`config.mk`:
```
export PLATFORM = sky130hd
export DESIGN_NAME = icache_branch_prefetch_sched_flat
export DESIGN_NICKNAME = d
export VERILOG_FILES = /design/src/rtl/icache_branch_prefetch_sched_if.sv /design/src/rtl/icache_branch_prefetch_sched.sv /design/src/flat_wrapper.sv
export SDC_FILE = /design/constraint.sdc
export NUM_CORES = 1
export LEC_CHECK = 0
export CORE_ASPECT_RATIO = 0.75
export CORE_UTILIZATION = 50
export DETAILED_ROUTE_END_ITERATION = 8
export PLACE_DENSITY = 0.7
export REMOVE_ABC_BUFFERS = 1
export SLEW_MARGIN = 20
export SYNTH_ARGS = -nofsm -noshare
export SYNTH_HDL_FRONTEND = slang
export SYNTH_SLANG_ARGS = --single-unit
```
`constraint.sdc`:
```
create_clock -name clk_i -period 7.8 [get_ports clk_i]
set_input_delay 1.17 -clock clk_i [delete_from_list [all_inputs] [get_ports clk_i]]
set_output_delay 1.17 -clock clk_i [all_outputs]
set_load 0.01 [all_outputs]
```
`src/rtl/icache_branch_prefetch_sched_if.sv`:
```
// Refill-side and L1-prefetch-side signals of the branch prefetch scheduler.
// The master modport is the scheduler's view; slave is the surrounding logic.
interface icache_branch_prefetch_sched_if #(
    parameter int unsigned ADDR_WIDTH = 32,
    parameter int unsigned LINE_WIDTH = 128
);
    logic                  line_valid_i;
    logic                  line_ready_o;
    logic [ADDR_WIDTH-1:0] line_addr_i;
    logic [LINE_WIDTH-1:0] line_data_i;
    logic                  pf_req_o;
    logic [ADDR_WIDTH-1:0] pf_addr_o;
    logic                  pf_gnt_i;

    modport master (
        input  line_valid_i, line_addr_i, line_data_i, pf_gnt_i,
        output line_ready_o, pf_req_o, pf_addr_o
    );

    modport slave (
        output line_valid_i, line_addr_i, line_data_i, pf_gnt_i,
        input  line_ready_o, pf_req_o, pf_addr_o
    );
endinterface

```
`src/rtl/icache_branch_prefetch_sched.sv`:
```
// L0 I-cache prefetch scheduler: scans a refilled line one word per cycle for
// conditional branches and JAL, queues their target lines (plus the next
// sequential line) and issues them to the L1 over a req/gnt handshake.
module icache_branch_prefetch_sched #(
    parameter int unsigned LINE_WIDTH = 128,
    parameter int unsigned ADDR_WIDTH = 32,
    parameter int unsigned FIFO_DEPTH = 4,
    parameter int unsigned NEXT_LINE  = 1
) (
    input  logic clk_i,
    input  logic rst_ni,
    input  logic flush_i,
    icache_branch_prefetch_sched_if.master bus,
    output logic busy_o
);
    localparam int unsigned N          = LINE_WIDTH / 32;
    localparam int unsigned LINE_BYTES = LINE_WIDTH / 8;
    localparam int unsigned IDX_W      = $clog2(N + 1);
    localparam int unsigned PTR_W      = $clog2(FIFO_DEPTH);
    localparam int unsigned CNT_W      = $clog2(FIFO_DEPTH + 1);
    localparam logic [ADDR_WIDTH-1:0] OFF_MASK = ADDR_WIDTH'(LINE_BYTES - 1);

    typedef enum logic {IDLE, SCAN} state_e;

    state_e                state_q, state_d;
    logic [IDX_W-1:0]      idx_q, idx_d;
    logic [ADDR_WIDTH-1:0] base_q, base_d;
    logic [LINE_WIDTH-1:0] data_q, data_d;
    logic [ADDR_WIDTH-1:0] last_q, last_d;
    logic                  last_valid_q, last_valid_d;
    logic [PTR_W-1:0]      rd_q, rd_d, wr_q, wr_d;
    logic [CNT_W-1:0]      cnt_q, cnt_d;
    logic [ADDR_WIDTH-1:0] mem_q [FIFO_DEPTH];

    logic [31:0]           word;
    logic [ADDR_WIDTH-1:0] pc, imm_b, imm_j, target, cand;
    logic                  is_b, is_j, in_tail, full, pop, need, push, line_ready;

    // Decode the word under examination; the data register shifts so word idx sits at bit 0.
    always_comb begin
        word    = data_q[31:0];
        pc      = base_q + ADDR_WIDTH'({idx_q, 2'b00});
        imm_b   = {{(ADDR_WIDTH-12){word[31]}}, word[7], word[30:25], word[11:8], 1'b0};
        imm_j   = {{(ADDR_WIDTH-20){word[31]}}, word[19:12], word[20], word[30:21], 1'b0};
        is_b    = (word[6:0] == 7'b1100011) && (word[14:13] != 2'b01);
        is_j    = (word[6:0] == 7'b1101111);
        target  = pc + (is_j ? imm_j : imm_b);
        in_tail = (idx_q == IDX_W'(N));
        cand    = in_tail ? (base_q + ADDR_WIDTH'(LINE_BYTES)) : (target & ~OFF_MASK);
    end

    // Push/pop arbitration shared by the FSM and the queue.
    always_comb begin
        full       = (cnt_q == CNT_W'(FIFO_DEPTH));
        pop        = (cnt_q != '0) && bus.pf_gnt_i;
        need       = (state_q == SCAN)
                   && (in_tail || ((is_b || is_j) && (cand != base_q)))
                   && !(last_valid_q && (cand == last_q));
        push       = need && (!full || pop) && !flush_i;
        line_ready = (state_q == IDLE) && !flush_i;
    end

    // Next-state logic for the scan FSM, dedup tracker and queue pointers.
    always_comb begin
        state_d      = state_q;
        idx_d        = idx_q;
        base_d       = base_q;
        data_d       = data_q;
        last_d       = last_q;
        last_valid_d = last_valid_q;
        rd_d         = rd_q;
        wr_d         = wr_q;
        cnt_d        = cnt_q;
        if (flush_i) begin
            state_d      = IDLE;
            idx_d        = '0;
            last_valid_d = 1'b0;
            rd_d         = '0;
            wr_d         = '0;
            cnt_d        = '0;
        end else begin
            if (pop) begin
                rd_d = (rd_q == PTR_W'(FIFO_DEPTH - 1)) ? '0 : rd_q + PTR_W'(1);
            end
            if (push) begin
                wr_d         = (wr_q == PTR_W'(FIFO_DEPTH - 1)) ? '0 : wr_q + PTR_W'(1);
                last_d       = cand;
                last_valid_d = 1'b1;
            end
            cnt_d = cnt_q + CNT_W'(push) - CNT_W'(pop);
            if (line_ready && bus.line_valid_i) begin
                state_d = SCAN;
                idx_d   = '0;
                base_d  = bus.line_addr_i & ~OFF_MASK;
                data_d  = bus.line_data_i;
            end else if ((state_q == SCAN) && (!need || push)) begin
                if (in_tail || ((idx_q == IDX_W'(N - 1)) && (NEXT_LINE == 0))) begin
                    state_d = IDLE;
                    idx_d   = '0;
                end else begin
                    idx_d  = idx_q + IDX_W'(1);
                    data_d = data_q >> 32;
                end
            end
        end
    end

    // State and control registers with synchronous active-low reset.
    always_ff @(posedge clk_i) begin
        if (!rst_ni) begin
            state_q      <= IDLE;
            idx_q        <= '0;
            base_q       <= '0;
            data_q       <= '0;
            last_q       <= '0;
            last_valid_q <= 1'b0;
            rd_q         <= '0;
            wr_q         <= '0;
            cnt_q        <= '0;
        end else begin
            state_q      <= state_d;
            idx_q        <= idx_d;
            base_q       <= base_d;
            data_q       <= data_d;
            last_q       <= last_d;
            last_valid_q <= last_valid_d;
            rd_q         <= rd_d;
            wr_q         <= wr_d;
            cnt_q        <= cnt_d;
        end
    end

    // Queue storage; contents are only visible through the count, so no reset.
    always_ff @(posedge clk_i) begin
        if (push) begin
            mem_q[wr_q] <= cand;
        end
    end

    assign bus.line_ready_o = line_ready;
    assign bus.pf_req_o     = (cnt_q != '0);
    assign bus.pf_addr_o    = (cnt_q != '0) ? mem_q[rd_q] : '0;
    assign busy_o           = (state_q != IDLE) || (cnt_q != '0);
endmodule

```
`src/flat_wrapper.sv`:
```
// flat-port wrapper written by rule: the top's interface ports become plain ports
module icache_branch_prefetch_sched_flat 
#(
    parameter int unsigned LINE_WIDTH = 128,
    parameter int unsigned ADDR_WIDTH = 32,
    parameter int unsigned FIFO_DEPTH = 4,
    parameter int unsigned NEXT_LINE  = 1
)
  (clk_i, rst_ni, flush_i, busy_o, bus_line_valid_i, bus_line_addr_i, bus_line_data_i, bus_pf_gnt_i, bus_line_ready_o, bus_pf_req_o, bus_pf_addr_o);
  icache_branch_prefetch_sched_if #(.ADDR_WIDTH(ADDR_WIDTH), .LINE_WIDTH(LINE_WIDTH)) bus_i ();
  input  logic clk_i;
  input  logic rst_ni;
  input  logic flush_i;
  output logic busy_o;
  input wire logic [$bits(bus_i.line_valid_i)-1:0] bus_line_valid_i;
  input wire logic [$bits(bus_i.line_addr_i)-1:0] bus_line_addr_i;
  input wire logic [$bits(bus_i.line_data_i)-1:0] bus_line_data_i;
  input wire logic [$bits(bus_i.pf_gnt_i)-1:0] bus_pf_gnt_i;
  output wire logic [$bits(bus_i.line_ready_o)-1:0] bus_line_ready_o;
  output wire logic [$bits(bus_i.pf_req_o)-1:0] bus_pf_req_o;
  output wire logic [$bits(bus_i.pf_addr_o)-1:0] bus_pf_addr_o;
  assign bus_i.line_valid_i = bus_line_valid_i;
  assign bus_i.line_addr_i = bus_line_addr_i;
  assign bus_i.line_data_i = bus_line_data_i;
  assign bus_i.pf_gnt_i = bus_pf_gnt_i;
  assign bus_line_ready_o = bus_i.line_ready_o;
  assign bus_pf_req_o = bus_i.pf_req_o;
  assign bus_pf_addr_o = bus_i.pf_addr_o;
  icache_branch_prefetch_sched #(.LINE_WIDTH(LINE_WIDTH), .ADDR_WIDTH(ADDR_WIDTH), .FIFO_DEPTH(FIFO_DEPTH), .NEXT_LINE(NEXT_LINE)) u_core (.clk_i(clk_i), .rst_ni(rst_ni), .flush_i(flush_i), .bus(bus_i), .busy_o(busy_o));
endmodule
```
==> reports/metrics.cfg <==
[cts]
cts.repair.resized = 0
root_buffer = clkbuf_16
ctsHoldBuffers = 0
cts_buffers = 30
htree_levels = 1
clock_latency_ns = 0.60
cts.clk_slew.worst_paths_ns = 0.06
postCtsSetupBuffers = 0
tritoncts = yes
cts.sink_count = 302
clockBufferDepth = 3

[cells_and_area]
post-route-util_pct = 60.3
regArea_sq_um = 7170
fin_nets = 2138
drive_gt1_share_pct = 7.20
final_cell_mix = 196 x a21oi_1, 189 x dfxtp_1, 182 x clkdlybuf4s50_1
areaGrowthSynthToFinish_pct = 18.3
diodes = 0
fill_cells = 2870
multi_input_area_sq_um = 9260
final_common_cell = a21oi_1

[yosys]
synth_area_leaders = dfxtp_1 22%, edfxtp_1 20%, mux2i_1 7.5%, a21oi_1 5.7%, ha_1 4.7%
synth_cells = 1789
synth_top_area_share_pct = 22.2
synth_flop_cell = dfxtp_1
yosysSeqAreaShare_pct = 41.9
async_reset_ff_share_pct = 0
synth_edf_count = 112
netlist_area_sq_um = 17100
synth_top_area_cell = dfxtp_1
ys_ff_latch = 302
synth_cell_type_count = 85
avgSynthCellArea_sq_um = 9.57
ys.warnings.count = 0

[setup_path]
cp-start-kind = flip-flop
cpPeakStageDelay_ns = 0.65
cp-end-kind = flip-flop
crit_chain = and4_1 -> nand2_1 -> and2_1 -> a21o_1 -> ha_1 -> ha_1 -> nand4_1 -> or3_1 -> or4_1 -> a21oi_1 -> nor3_1 -> xnor3_1 -> o41ai_1 -> o211ai_1 -> nor4_1 -> buf_4 -> nor4_2 -> ha_1 -> inv_1 -> fa_1 -> xor2_1 -> xnor2_1 -> nor2_1
r2r-start = u_core.data_q[3]
crit_slowest_cell = o41ai_1
crit_top_cell = ha_1
cp-startpoint = u_core.data_q[3]
cp.required_ns = 8.28
criticalPathCategory = flip-flop to flip-flop
critPathMaxFanout = 12
arrival_ns = 7.86

[timing]
worst_pin_slew_ns = 1.03
min_period_ns = 7.38
setup_ws_ns = 0.415
skew_ns = 0.0329
slew_headroom_pct = 30.5
rsz0062_at_grt = false
clock.fmax_mhz = 135
setup_tns_ns = 0
finalHoldViolCount = 0
drv_slew = 0
fin_crit_sh_pct = 94.7
setup_viol = 0

[floorplanning]
io_pins = 200
core_sq_um = 33600
floorplan.initialDensity_pct = 51.0
rows = 58
dieHeight_um = 162
die_w_um = 216
die-area_sq_um = 35000

[detailed_routing]
wl_um = 47900
wl_per_cell_um = 20.1
drtIter0Drc = 1358
via_per_inst = 5.96
drc = 0
vias = 14200
detail-route-antenna-nets = 0
dr.pass1.iters = 7

[hold_path]
hp-start = u_core.data_q[101]
worst_hold_path_type = flip-flop to flip-flop

[status]
outcome = finished clean

[power]
p_sw_share_pct = 25.8
seq_power_share_pct = 46.8
max-vdd-ir-drop_mv = 0.156
clkPwrFrac_pct = 39.2
power_frac_comb_pct = 13.9
power.density_nw_per_um2 = 182
power.leakage_nw = 7.89
internal-power_mw = 2.74
p_switching_mw = 0.956

[global_routing]
grt_pass1_wl_um = 75300
antenna_found_initial = 0
grt_max_degree = 107
grt_overflow_total = 0
grtUsageTotal_pct = 27.3
grt_pass1_vias = 13500

[placed_design]
gp_congestion = 0.986
dp_hpwl_um = 35000
dp_worst_setup_slack_ns = 0.746
numPortBuffers = 183

[job]
maxCapViolCount = 0

-- power by group through the flow --
stage          Combinational, mW  Sequential, mW  Clock (mW)
2_1_floorplan              0.316            1.75           0
3_3_place_gp               0.501            1.76           0
5_1_grt                    0.564            1.74        1.54
4_1_cts                    0.512            1.73        1.48
6_report                   0.515            1.73        1.45
3_5_place_dp               0.509            1.77           0
-- metal layers --
| metal | up-vias | global-route usage (%) | share of wire, % |
|---|---|---|---|
| li1 | 6896 | - | - |
| met1 | 6786 | 39.1 | 46 |
| met2 | 420 | 42.5 | 44 |
| met3 | 72 | 4.98 | 6.7 |
| met4 | 0 | 7.16 | 2.6 |
| met5 | - | 0 | 0 |
-- sequential cells by signal, summed over array words and instances, names as in the netlist, named ones only --
name	cells
u_core.data_q	120
u_core.mem_q	112
u_core.base_q	28
u_core.last_q	28
u_core.cnt_q	3
u_core.idx_q	3
u_core.rd_q	2
u_core.wr_q	2
u_core.last_valid_q	1
u_core.state_q	1
-- synth_stat cells (5+ instances only) --
cell type    n
a211oi_1    17
o31ai_1      5
nor4b_1      7
mux2i_1    129
o21ai_1      6
xor2_1      29
o21a_1      12
dfxtp_1    190
xnor3_1      5
mux4_2      28
inv_1       34
or3_1       16
o211ai_1    13
buf_4        5
a21o_1      23
nand2_1    166
a31oi_1     12
nand4_1     23
edfxtp_1   112
a211o_1      8
and4_1      10
nor2b_1     14
xnor2_1     40
nor4_1      20
a221oi_1    10
or4_1       12
buf_1       12
a21oi_1    196
nand3_1     51
a31o_2       6
ha_1        64
clkbuf_1    98
and2_1      42
o21ai_0    129
buf_6        9
nand2b_1     6
buf_2        9
and3_1      11
mux2_2       9
nor2_1      86
nor3_1      35
-- worst paths after layout --
check / endpoint / slack (ns) / depth (start not counted)
setup / recovery: u_core.cnt_q[2] / 0.42 / 23
hold / removal: u_core.data_q[101] / 0.46 / 2
setup reg to reg: u_core.cnt_q[2] / 0.42 / 23
hold reg to reg: u_core.data_q[101] / 0.46 / 2
-- worst max-delay path, delay by kind of cell, from the launching register on --
| family | cells | cell delay (ns) |
|---|---|---|
| xor+xnor | 3 | 0.57 |
| buf+inv | 2 | 0.27 |
| simple gates | 10 | 3.17 |
| compound gates | 4 | 1.60 |
| flops | 1 | 0.40 |
| fa+ha+maj | 4 | 1.24 |
-- logic make-up after synthesis --
| logic type | synth area share (%) |
|---|---|
| flops | 41.9 |
| simple gates | 14.9 |
| mux | 11.8 |
| other cells | 0.0219 |
| xor+xnor | 4.46 |
| buf+inv | 4.25 |
| fa+ha+maj | 5.03 |
| compound gates | 17.7 |
-- cell type report --
class                           count  share of cell area (%)
Clock buffer                       40                    4.09
Clock inverter                     16                   0.840
Inverter                           35                   0.649
Multi-Input combinational cell   1322                    45.7
Sequential cell                   302                    35.4
Tap cell                          450                    2.78
Timing Repair Buffer              215                    10.5
-- metrics by stage --
step | area (sq um) | power, mW | hold slack (ns) | std cells
global route | 20300 | 3.84 | 0.484 | 2380
CTS | 20300 | 3.72 | 0.463 | 2380
global placement | 19300 | 2.26 | 0.452 | 2324
finish | 20300 | 3.70 | 0.463 | 2380
detailed placement | 19300 | 2.27 | 0.454 | 2324
floorplan | 16500 | 2.07 | 0.434 | 1659
Power figures use the tool's default switching activity.
